[config.mk]
export PLATFORM = sky130hd
export DESIGN_NAME = color_wr_ctrl
export DESIGN_NICKNAME = d
export VERILOG_FILES = /design/src/rtl/xosera_pkg.sv /design/src/rtl/color_wr_ctrl.sv
export SDC_FILE = /design/constraint.sdc
export NUM_CORES = 1
export LEC_CHECK = 0
export BUFFER_PORTS_ARGS = -buffer_cell sky130_fd_sc_hd__buf_2
export CAP_MARGIN = 20
export CORE_UTILIZATION = 55
export CTS_BUF_LIST = sky130_fd_sc_hd__clkbuf_8
export DETAILED_ROUTE_END_ITERATION = 7
export PLACE_DENSITY = 0.94
export SLEW_MARGIN = 40
export SYNTH_ARGS = -nofsm -noshare
export SYNTH_HDL_FRONTEND = slang
export SYNTH_SLANG_ARGS = --single-unit
[constraint.sdc]
create_clock -name clk -period 3.24 [get_ports clk]
set_input_delay 0.648 -clock clk [delete_from_list [all_inputs] [get_ports clk]]
set_output_delay 0.648 -clock clk [all_outputs]
set_load 0.01 [all_outputs]
[src/rtl/xosera_pkg.sv]
`default_nettype none
// +------------------------------------------------------------------+
// | xosera_pkg                                                       |
// | Shared types for the Xosera color-memory write path.             |
// | Revision: 1.0                                                    |
// +------------------------------------------------------------------+

package xosera_pkg;

   typedef enum logic [0:0] {
      IDLE = 1'b0,
      FILL = 1'b1
   } fill_state_t;

endpackage

`default_nettype wire

[src/rtl/color_wr_ctrl.sv]
`default_nettype none
// +------------------------------------------------------------------+
// | color_wr_ctrl                                                    |
// | Fixed-priority arbiter (copper > CPU > block fill) for the single|
// | color memory write port. All outputs registered.                 |
// | Revision: 1.0                                                    |
// +------------------------------------------------------------------+

module color_wr_ctrl #(
   parameter int AWIDTH = 8
) (
   input  logic              clk,
   input  logic              reset_i,
   input  logic              cop_wr_en_i,
   input  logic [AWIDTH-1:0] cop_addr_i,
   input  logic [15:0]       cop_data_i,
   input  logic              cpu_req_i,
   input  logic [AWIDTH-1:0] cpu_addr_i,
   input  logic [15:0]       cpu_data_i,
   output logic              cpu_ack_o,
   input  logic              fill_start_i,
   input  logic [AWIDTH-1:0] fill_base_i,
   input  logic [AWIDTH:0]   fill_count_i,
   input  logic [15:0]       fill_data_i,
   output logic              fill_busy_o,
   output logic              fill_done_o,
   output logic              col_wr_en_o,
   output logic [AWIDTH-1:0] col_wr_addr_o,
   output logic [15:0]       col_wr_data_o
);
   import xosera_pkg::*;

   localparam logic [AWIDTH-1:0] c_addr_one = {{(AWIDTH-1){1'b0}}, 1'b1};
   localparam logic [AWIDTH:0]   c_cnt_one  = {{AWIDTH{1'b0}}, 1'b1};
   localparam logic [AWIDTH:0]   c_cnt_zero = {(AWIDTH+1){1'b0}};
   localparam logic [AWIDTH:0]   c_fill_max = {1'b1, {AWIDTH{1'b0}}};

   fill_state_t       r_state, w_state_nxt;
   logic [AWIDTH-1:0] r_fill_addr, w_fill_addr_nxt;
   logic [AWIDTH:0]   r_fill_cnt, w_fill_cnt_nxt;
   logic [AWIDTH:0]   w_fill_cnt_clamp;
   logic [15:0]       r_fill_data, w_fill_data_nxt;
   logic              r_cpu_hold;
   logic              w_cpu_grant;
   logic              w_wr_en;
   logic [AWIDTH-1:0] w_wr_addr;
   logic [15:0]       w_wr_data;
   logic              w_cpu_ack;
   logic              w_fill_done;
   logic              w_fill_busy;

   // A request seen during reset must drop before it can be acked again.
   assign w_cpu_grant      = cpu_req_i && !cop_wr_en_i && !cpu_ack_o && !r_cpu_hold;
   assign w_fill_cnt_clamp = (fill_count_i > c_fill_max) ? c_fill_max : fill_count_i;

   always_comb begin
      w_state_nxt     = r_state;
      w_fill_addr_nxt = r_fill_addr;
      w_fill_cnt_nxt  = r_fill_cnt;
      w_fill_data_nxt = r_fill_data;
      w_wr_en         = 1'b0;
      w_wr_addr       = col_wr_addr_o;
      w_wr_data       = col_wr_data_o;
      w_cpu_ack       = 1'b0;
      w_fill_done     = 1'b0;
      w_fill_busy     = 1'b0;

      if (cop_wr_en_i) begin
         w_wr_en   = 1'b1;
         w_wr_addr = cop_addr_i;
         w_wr_data = cop_data_i;
      end else if (w_cpu_grant) begin
         w_wr_en   = 1'b1;
         w_wr_addr = cpu_addr_i;
         w_wr_data = cpu_data_i;
         w_cpu_ack = 1'b1;
      end

      case (r_state)
         IDLE: begin
            if (fill_start_i) begin
               w_fill_addr_nxt = fill_base_i;
               w_fill_data_nxt = fill_data_i;
               w_fill_cnt_nxt  = w_fill_cnt_clamp;
               if (w_fill_cnt_clamp == c_cnt_zero) begin
                  w_fill_done = 1'b1;
               end else begin
                  w_state_nxt = FILL;
                  w_fill_busy = 1'b1;
               end
            end
         end
         FILL: begin
            w_fill_busy = 1'b1;
            // Fill only takes slots the copper and CPU leave free.
            if (!cop_wr_en_i && !w_cpu_grant) begin
               w_wr_en         = 1'b1;
               w_wr_addr       = r_fill_addr;
               w_wr_data       = r_fill_data;
               w_fill_addr_nxt = r_fill_addr + c_addr_one;
               w_fill_cnt_nxt  = r_fill_cnt - c_cnt_one;
               if (r_fill_cnt == c_cnt_one) begin
                  w_fill_done = 1'b1;
                  w_fill_busy = 1'b0;
                  w_state_nxt = IDLE;
               end
            end
         end
         default: w_state_nxt = IDLE;
      endcase
   end

   always_ff @(posedge clk) begin
      if (reset_i) begin
         r_state       <= IDLE;
         r_fill_addr   <= '0;
         r_fill_cnt    <= '0;
         r_fill_data   <= '0;
         r_cpu_hold    <= 1'b1;
         cpu_ack_o     <= 1'b0;
         fill_busy_o   <= 1'b0;
         fill_done_o   <= 1'b0;
         col_wr_en_o   <= 1'b0;
         col_wr_addr_o <= '0;
         col_wr_data_o <= '0;
      end else begin
         r_state       <= w_state_nxt;
         r_fill_addr   <= w_fill_addr_nxt;
         r_fill_cnt    <= w_fill_cnt_nxt;
         r_fill_data   <= w_fill_data_nxt;
         if (!cpu_req_i) begin
            r_cpu_hold <= 1'b0;
         end
         cpu_ack_o     <= w_cpu_ack;
         fill_busy_o   <= w_fill_busy;
         fill_done_o   <= w_fill_done;
         col_wr_en_o   <= w_wr_en;
         col_wr_addr_o <= w_wr_addr;
         col_wr_data_o <= w_wr_data;
      end
   end

endmodule

`default_nettype wire

==> results.yml <==
sta:
  tns_ns: 0
  finalSetupViolCount: 0
  max_clock_freq_mhz: 469.6
  hold_viol_final: 0
  max_slew_margin_pct: 48.97
  post-route-period-util_pct: 65.73
  worst_pin_slew_ns: 0.7655
  worst_clock_skew_ns: 0.003896
  period_minus_slack_ns: 2.130
  slew_viol_final: 0
  rsz0062_at_grt: "false"
floorplan:
  die_height_um: 75.85
  num_io_pins: 114
  fp.dieW_um: 75.85
  die_area_um2: 5752
  initial_core_util_pct: 57.98
  core_area_um2: 5172
  fp-row-count: 26
yosys:
  ys.flop_type: "dfxtp_1"
  synth_fp_nets: 450
  synth_largest_area_cell: "dfxtp_1"
  synth_area_um2: 2999
  yosysTopAreaCellShare_pct: 41.39
  synth_common_cells: "62 x dfxtp_1, 42 x nand2_1, 39 x nor2_1"
  yosysMostFrequentCell: "dfxtp_1"
  synth-edff-count: 0
  netlist-cell-type-count: 56
  synth_warnings: 0
  ys_ff_latch: 62
  ys_seq_area_share_pct: 41.39
  postSynth.asyncResetShare_pct: 0
  syn_area_per_cell_um2: 8.308
  synth_area_leaders: "dfxtp_1 41%, a211oi_1 6.3%, a22oi_1 6.0%"
  syn_inst: 361
clock_network:
  cts_sinks: 62
  clk_pin_slew_worst_paths_ns: 0.07
  cts_hold_buf: 0
  clock_path_buffers: 2
  clk_latency_ns: 0.35
  cts-resized-gates: 0
  cts_setup_buffers: 0
  cts_tree: "done"
  clock-root-buffer: "clkbuf_8"
  cts_max_level: 3
  cts_inserted_buffers: 9
place:
  dp_hpwl_um: 6036
  io_buffers: 113
  place.gp.congestion: 0.9088
global_routing:
  grt_pass1_wl_um: 14080
  grt_antenna_before_repair: 0
  grt_pass1_vias: 3034
  grt_usage_pct: 33.16
  gr-total-overflow: 0
  grt_start_max_net_pins: 44
route:
  routed_wl_um: 9303
  wl_per_cell_um: 17.26
  routed.top_layer: "met4"
  drcViolationCount: 0
  wl_met1_um: 3681
  vias_per_cell: 6.178
  vias: 3330
  drtIter0Drc: 362
  met2_length_um: 4408
  met3_length_um: 883
  first_pass_iters: 5
  ant_nets: 0
cells_and_area:
  seqCellArea_um2: 1241
  multi_input_area_um2: 1594
  area_growth_pct: 27.33
  nets: 554
  fillers: 350
  diodes: 0
  drive_above_1_share_pct: 31.56
  final_util_pct: 73.83
critical_path:
  critPathMaxStageDelay_ns: 0.65
  worstSetupStartpointType: "register"
  worstPathArrival_ns: 1.48
  slowest_stage: "dfxtp_1"
  cp-end-kind: "primary output"
  path_max_fanout: 19
  critPathRequiredTime_ns: 2.59
  worstPathCellList: "buf_4 -> buf_2"
  critPathKind: "register to primary output"
worst_hold_path:
  hp-class: "register to register"
flow_run:
  maxCapViolCount: 0
power:
  vdd_drop_max_v: 0.0003409
  power_density_nw_per_um2: 565.4
  p_leak_nw: 1.636
status:
  status: "finished clean"
state kept, by name, indices dropped and copies added, names as in the netlist:
name,flops
r_fill_data,16
col_wr_en_o,1
cpu_ack_o,1
r_fill_cnt,9
r_state,1
r_cpu_hold,1
fill_done_o,1
col_wr_data_o,16
col_wr_addr_o,8
r_fill_addr,8
where the power goes:
part | switching, W | internal, W | total [W]
Combinational | 0.000246 | 0.000182 | 0.000428
Clock | 0.000314 | 0.000524 | 0.000837
Sequential | 0.0000622 | 0.000831 | 0.000894
metal layers:
| layer | up-vias | GRT usage (%) |
|---|---|---|
| li1 | 1540 | - |
| met1 | 1542 | 41.14 |
| met2 | 215 | 53.00 |
| met3 | 33 | 8.201 |
| met4 | 0 | 17.70 |
| met5 | - | 0 |
per-stage QoR:
step	power (W)	cells	worst slack [ns]	cell area, µm²	hold slack, ns
floorplan	0.001166	361	1.482	2999	0.4367
global placement	0.001297	523	0.9760	3566	0.4418
detailed placement	0.001317	524	0.9072	3577	0.4491
CTS	0.002143	539	1.031	3814	0.4663
global route	0.002239	539	1.034	3819	0.4822
finish	0.002159	539	1.110	3819	0.4680
kinds of logic after synthesis:
kind of cell / Yosys count / synth area share [%]
compound gates: 134 / 30.46
xor+xnor: 1 / 0.2921
fa+ha+maj: 3 / 1.252
buf+inv: 36 / 5.716
flops: 62 / 41.39
mux: 1 / 0.3338
simple gates: 124 / 20.57
worst max-delay path, delay by kind of cell (launching register included):
kind	cells	cell delay, ns
buf+inv	2	0.48
flops	1	0.65
worst paths after layout:
check | slack (ns) | endpoint | from | cells after the start
worst max-delay path | 1.11 | fill_busy_o | r_state | 2
worst min-delay path | 0.47 | r_fill_data[7] | r_fill_data[7] | 2
worst max register to register | 1.27 | r_fill_addr[3] | r_state | 4
worst min register to register | 0.47 | r_fill_data[7] | r_fill_data[7] | 2
layout make-up:
cell class	instances	area share [%]
flip-flops and latches	62	32.50
clock inverters	5	2.588
multi-input cells	263	41.74
repair buffers	121	16.48
inverters	8	0.7864
well taps	70	2.294
clock buffers	10	3.604
cells in the final DEF (no fill, tap or decap), types with 3 or more instances in the layout:
cell,synthesis,final
bufinv_16,0,3
o32ai_1,3,3
nand3_1,6,6
nor3_1,6,5
clkbuf_8,0,10
nor2_1,39,39
nand4_1,3,3
o21ai_0,29,29
buf_2,2,113
nor3b_1,5,5
a22oi_1,24,24
inv_1,7,8
a211oi_1,25,25
a21oi_1,28,28
dfxtp_1,62,62
nand2_1,42,42
buf_4,5,7
a311oi_1,4,4
a31oi_1,3,3
ha_1,3,3
nand2b_1,3,3
No activity file was read; power rests on OpenSTA's default activity.
